===== src/rtl/camellia_fl_pipe_if.sv =====
// Valid/ready bundle around the Camellia FL pipeline.
// Input channel:  i_flin, i_ke1, i_valid (to block), o_ready (from block).
// Output channel: o_flout, o_valid (from block), i_ready (to block).
// Signal names use the block's point of view. The slave modport is the FL
// block. The master modport is whoever feeds it and drains it.
interface camellia_fl_pipe_if;
  logic [63:0] i_flin;
  logic [63:0] i_ke1;
  logic        i_valid;
  logic        o_ready;
  logic [63:0] o_flout;
  logic        o_valid;
  logic        i_ready;

  modport slave (
    input  i_flin, i_ke1, i_valid, i_ready,
    output o_ready, o_flout, o_valid
  );

  modport master (
    output i_flin, i_ke1, i_valid, i_ready,
    input  o_ready, o_flout, o_valid
  );
endinterface


===== src/rtl/camellia_fl_pipe.sv =====
// Two-stage pipelined Camellia FL function (forward direction).
// Ports:
//   i_clk  : clock, rising edge
//   i_rst  : synchronous active-high reset
//   bus    : camellia_fl_pipe_if.slave
//            in  : i_flin[63:0], i_ke1[63:0], i_valid, i_ready
//            out : o_ready, o_flout[63:0], o_valid
// Stage 1 computes y_R = x_R ^ rotl1(x_L & k_L).
// Stage 2 computes y_L = x_L ^ (y_R | k_R).
// Capacity is two entries. Full-rate flow holds under backpressure.
module camellia_fl_pipe (
  input logic               i_clk,
  input logic               i_rst,
  camellia_fl_pipe_if.slave bus
);

  localparam int unsigned HW = 32;

  logic [HW-1:0] r_s1_xl;
  logic [HW-1:0] r_s1_yr;
  logic [HW-1:0] r_s1_kr;
  logic          r_s1_valid;
  logic [63:0]   r_flout;
  logic          r_valid;

  logic [HW-1:0] w_and;
  logic [HW-1:0] w_yr;
  logic [HW-1:0] w_yl;
  logic          w_out_fire;
  logic          w_s2_load;
  logic          w_s1_accept;
  logic          w_in_fire;

  // Stage 1 datapath: AND, 1-bit left rotate, XOR.
  assign w_and = bus.i_flin[63:32] & bus.i_ke1[63:32];
  assign w_yr  = bus.i_flin[31:0] ^ {w_and[HW-2:0], w_and[HW-1]};

  // Stage 2 datapath: OR, XOR.
  assign w_yl  = r_s1_xl ^ (r_s1_yr | r_s1_kr);

  // Handshake. o_ready does not depend on i_valid. It is held low during reset.
  assign w_out_fire  = r_valid && bus.i_ready;
  assign w_s2_load   = r_s1_valid && (!r_valid || bus.i_ready);
  assign w_s1_accept = !i_rst && (!r_s1_valid || w_s2_load);
  assign w_in_fire   = bus.i_valid && w_s1_accept;

  assign bus.o_ready = w_s1_accept;
  assign bus.o_flout = r_flout;
  assign bus.o_valid = r_valid;

  // Pipeline registers. Data registers move only on their own load enable.
  always_ff @(posedge i_clk) begin
    if (i_rst) begin
      r_s1_xl    <= '0;
      r_s1_yr    <= '0;
      r_s1_kr    <= '0;
      r_s1_valid <= 1'b0;
      r_flout    <= '0;
      r_valid    <= 1'b0;
    end else begin
      if (w_in_fire) begin
        r_s1_xl <= bus.i_flin[63:32];
        r_s1_yr <= w_yr;
        r_s1_kr <= bus.i_ke1[31:0];
      end

      if (w_in_fire)      r_s1_valid <= 1'b1;
      else if (w_s2_load) r_s1_valid <= 1'b0;

      if (w_s2_load) r_flout <= {w_yl, r_s1_yr};

      if (w_s2_load)       r_valid <= 1'b1;
      else if (w_out_fire) r_valid <= 1'b0;
    end
  end

endmodule


===== src/flat_wrapper.sv =====
// flat-port wrapper written by rule: the top's interface ports become plain ports
module camellia_fl_pipe_flat 
  (i_clk, i_rst, bus_i_flin, bus_i_ke1, bus_i_valid, bus_i_ready, bus_o_ready, bus_o_flout, bus_o_valid);
  camellia_fl_pipe_if bus_i ();
  input logic i_clk;
  input logic i_rst;
  input wire logic [$bits(bus_i.i_flin)-1:0] bus_i_flin;
  input wire logic [$bits(bus_i.i_ke1)-1:0] bus_i_ke1;
  input wire logic [$bits(bus_i.i_valid)-1:0] bus_i_valid;
  input wire logic [$bits(bus_i.i_ready)-1:0] bus_i_ready;
  output wire logic [$bits(bus_i.o_ready)-1:0] bus_o_ready;
  output wire logic [$bits(bus_i.o_flout)-1:0] bus_o_flout;
  output wire logic [$bits(bus_i.o_valid)-1:0] bus_o_valid;
  assign bus_i.i_flin = bus_i_flin;
  assign bus_i.i_ke1 = bus_i_ke1;
  assign bus_i.i_valid = bus_i_valid;
  assign bus_i.i_ready = bus_i_ready;
  assign bus_o_ready = bus_i.o_ready;
  assign bus_o_flout = bus_i.o_flout;
  assign bus_o_valid = bus_i.o_valid;
  camellia_fl_pipe u_core (.i_clk(i_clk), .i_rst(i_rst), .bus(bus_i));
endmodule

===== config.mk =====
export PLATFORM = sky130hd
export DESIGN_NAME = camellia_fl_pipe_flat
export DESIGN_NICKNAME = d
export VERILOG_FILES = /design/src/rtl/camellia_fl_pipe_if.sv /design/src/rtl/camellia_fl_pipe.sv /design/src/flat_wrapper.sv
export SDC_FILE = /design/constraint.sdc
export NUM_CORES = 1
export LEC_CHECK = 0
export BUFFER_PORTS_ARGS = -buffer_cell sky130_fd_sc_hd__buf_2
export CORE_MARGIN = 2
export CORE_UTILIZATION = 52
export CTS_CLUSTER_DIAMETER = 40
export DETAILED_ROUTE_END_ITERATION = 12
export MAX_ROUTING_LAYER = met4
export PLACE_DENSITY = 0.79
export SETUP_SLACK_MARGIN = 0.02
export SYNTH_ARGS = -nofsm -noshare
export SYNTH_HDL_FRONTEND = slang
export SYNTH_SLANG_ARGS = --single-unit

===== constraint.sdc =====
create_clock -name i_clk -period 1.8 [get_ports i_clk]
set_input_delay 0.18 -clock i_clk [delete_from_list [all_inputs] [get_ports i_clk]]
set_output_delay 0.18 -clock i_clk [all_outputs]
set_load 0.02 [all_outputs]

==> run metrics <==
Setup WS post-layout=0.0890 ns; Final Critical Period=1.71 ns; CP Data Arrival Time=~1.5 ns; TritonCTS Buffers=17; Hold Path End=u_core.r_s1_xl[28]$_SDFFE_PP0P_; most frequent cells in the layout=buf_2 (196), dfxtp_1 (162), nand2b_1 (65), xor2_1 (64), nor2b_1 (64); clk buf depth=2; final setup skew=0.00651 ns; reg2reg start=u_core.bus.o_valid$_SDFFE_PP0P_; Least-Margin Pin Slew=0.474 ns; DP HPWL=~11 mm; Synth top area share=a little under half; Post-DRT Antenna Nets=0; post-DR wirelength/cell=approximately 15 µm; 1st-pass router iterations=4; worst reg-to-reg setup slack=about 0.26 ns; synthesized area per cell=10.1 µm²; GRT overflow=0; register area=3240 µm²; Cell variety after synth=23; Hold Crit Depth=2; Mapped Cells=approximately 700; largest fanout on the critical path=34; nets@finish=between 1000 and 1500; Top-Level Pins=about 200; Pleak=4.21 nW; status=complete, no violations; Max Slew Vio Count=0; final std cells w/o fill=between 1000 and 1500; FMAX=around 580 MHz; Power Density=roughly 940 nW/µm²; pre-CTS setup slack=0.270 ns; HP Class=in -> reg; initial antenna violation count=0; Synth area leaders=dfxtp_1 (46%), mux2_2 (9.7%), xor2_1 (7.9%); Setup violations, final=0; FP Rows=42; synthesized net count=between 800 and 900; synthesized area=slightly above 7000 µm²; first-pass GRT wire length=about 27 mm; Clock Sink Count=around 160; IO buf count=about 200; Diodes inserted=0; pin count of the biggest net entering global routing=90; Post-Synth Simple-Gate Area=between 15 and 20%; register bit total from synthesis=162; RR Endpoint=u_core.bus.o_flout[33]$_SDFFE_PP0P_; Clock Tree Root=clkbuf_16; Multi-input gate area=~3600 µm²; crit path capture type=output pin; maximum vdd ir drop=0.000566 V; largest family of logic cells by synthesized area=simple AND/OR/NAND/NOR gates; vias in the first global route=~5700; Yosys warning total=0; die width=~120 µm; hold_sp=bus_i_flin[60]; Rel. slew slack=between 60% and 70%; Die Ht=roughly 120 µm; WL final=17.2 mm; die area=between 10000 and 15000 µm²; area delta synth->final=31.3%; total track usage=24.4%; Reg2Reg Depth=4; CP startpoint kind=flip-flop; detailed-route DRC error count=0; CTS tree=done; gp weighted congestion=0.776; RSZ-0062 raised after global routing=no; Final period util=95.1%; core area=roughly 13000 µm²; later-pin clock latency in the skew report=between 0.4 and 0.5 ns; setup_tns=0 ns; clock-pin slew on the worst setup and hold paths=around 0.06 ns; post-DR vias/cell=~5.1; Synth Area in XOR/XNOR=around 7.9%; Initial Util=between 50% and 60%; critical path class=reg -> out; maximum capacitance violations=0; PnR Total Power=about 9 mW; Post-Synth Adder-Cell Area=0%; Placed Cells=between 1000 and 1500; Critical Path RT=approximately 1.6 ns; Layout fillers=between 1000 and 1500; Synth Area in Compound Gates=between 10% and 20%; commonest non-fill, non-tap cell in the layout=buf_2; vias=approximately 5700; Hold Vio Cnt, Final=0; layout cells sized above 1=between 30% and 40%; initial detailed-routing violation count=between 400 and 500; H-tree depth=4; mux contribution to synthesized area=about 15%; area leader, netlist=dfxtp_1; sequential area share after synthesis=a little under half; postcts setup bufs=0
[cell usage after synthesis]
library cell	number
a21oi_1	35
and2b_4	1
buf_2	13
buf_4	5
buf_6	4
clkbuf_1	27
dfxtp_1	162
inv_1	1
inv_2	1
mux2_1	3
mux2_2	61
mux2i_1	32
nand2_1	32
nand2b_1	65
nand3_1	32
nand3b_2	2
nor2_1	33
nor2b_1	64
o21ai_0	32
o22ai_1	2
o22ai_2	30
or3_1	1
xor2_1	64
[flip-flops by register name (all words and copies together), names as in the netlist]
register / count
u_core.r_s1_valid: 1
u_core.r_s1_yr: 32
u_core.bus.o_valid: 1
u_core.bus.o_flout: 64
u_core.r_s1_xl: 32
u_core.r_s1_kr: 32
[worst max path at each step]
stage	end	cells after the start	from
5_1_grt	bus_o_ready	4	u_core.bus.o_valid$_SDFFE_PP0P_
3_3_place_gp	u_core.bus.o_flout[40]$_SDFFE_PP0P_	4	u_core.r_s1_valid$_SDFFE_PP0P_
2_1_floorplan	u_core.r_s1_kr[23]$_SDFFE_PP0P_	5	u_core.bus.o_valid$_SDFFE_PP0P_
4_1_cts	bus_o_ready	4	u_core.bus.o_valid$_SDFFE_PP0P_
6_report	bus_o_ready	4	u_core.bus.o_valid$_SDFFE_PP0P_
3_5_place_dp	u_core.bus.o_flout[63]$_SDFFE_PP0P_	4	u_core.bus.o_valid$_SDFFE_PP0P_
[per-stage QoR]
step	hold slack, ns	area [µm²]	utilization [%]
finish	0.0139	9290	70.2
global route	0.00797	9290	70.2
CTS	0.00136	9290	70.1
detailed placement	0.397	8240	62.2
global placement	0.387	8240	62.2
floorplan	0.305	7070	-
[critical path: stages (launching register included)]
cell and delay (ns):
dfxtp_1 0.40, and2b_4 0.19, buf_8 0.23, a21oi_1 0.10
buf_2 0.17
[layout make-up]
type	instances	area share (%)
multi-input combinational	489	38.7
sequential	162	34.9
timing repair buffer	261	18.0
clock buffer	24	5.40
tap	176	2.37
clock inverter	5	0.566
inverter	2	0.0808
[layer usage]
metal / share of wire [%] / GRT usage [%]
met5: 0 / -
met4: 1.8 / 8.28
met2: 48 / 40.5
met1: 44 / 28.9
met3: 6.1 / 6.23
[cells by family (layout without fill, tap and decap cells)]
group                     count (synthesis)  after routing
AOI/OAI and AO/OA                        99             99
xor gates and xnor gates                 64             64
buffers and inverters                    51            292
DFF                                     162            162
muxes                                    96             96
and+or+nand+nor                         230            230
[power by group]
group | switching [mW] | internal [mW]
sequential | 0.162 | 3.86
combinational | 0.670 | 0.668
clock | 1.36 | 2.05
total | 2.20 | 6.58
[timing repair]
action | CTS | global route
endpoints found under the hold margin | 49 | 0
hold buffers | 49 | 0
pin swaps | 0 | 0
endpoints found under the setup margin | 1 | 1
gates resized for setup | 1 | 1
Power figures use the tool's default switching activity.
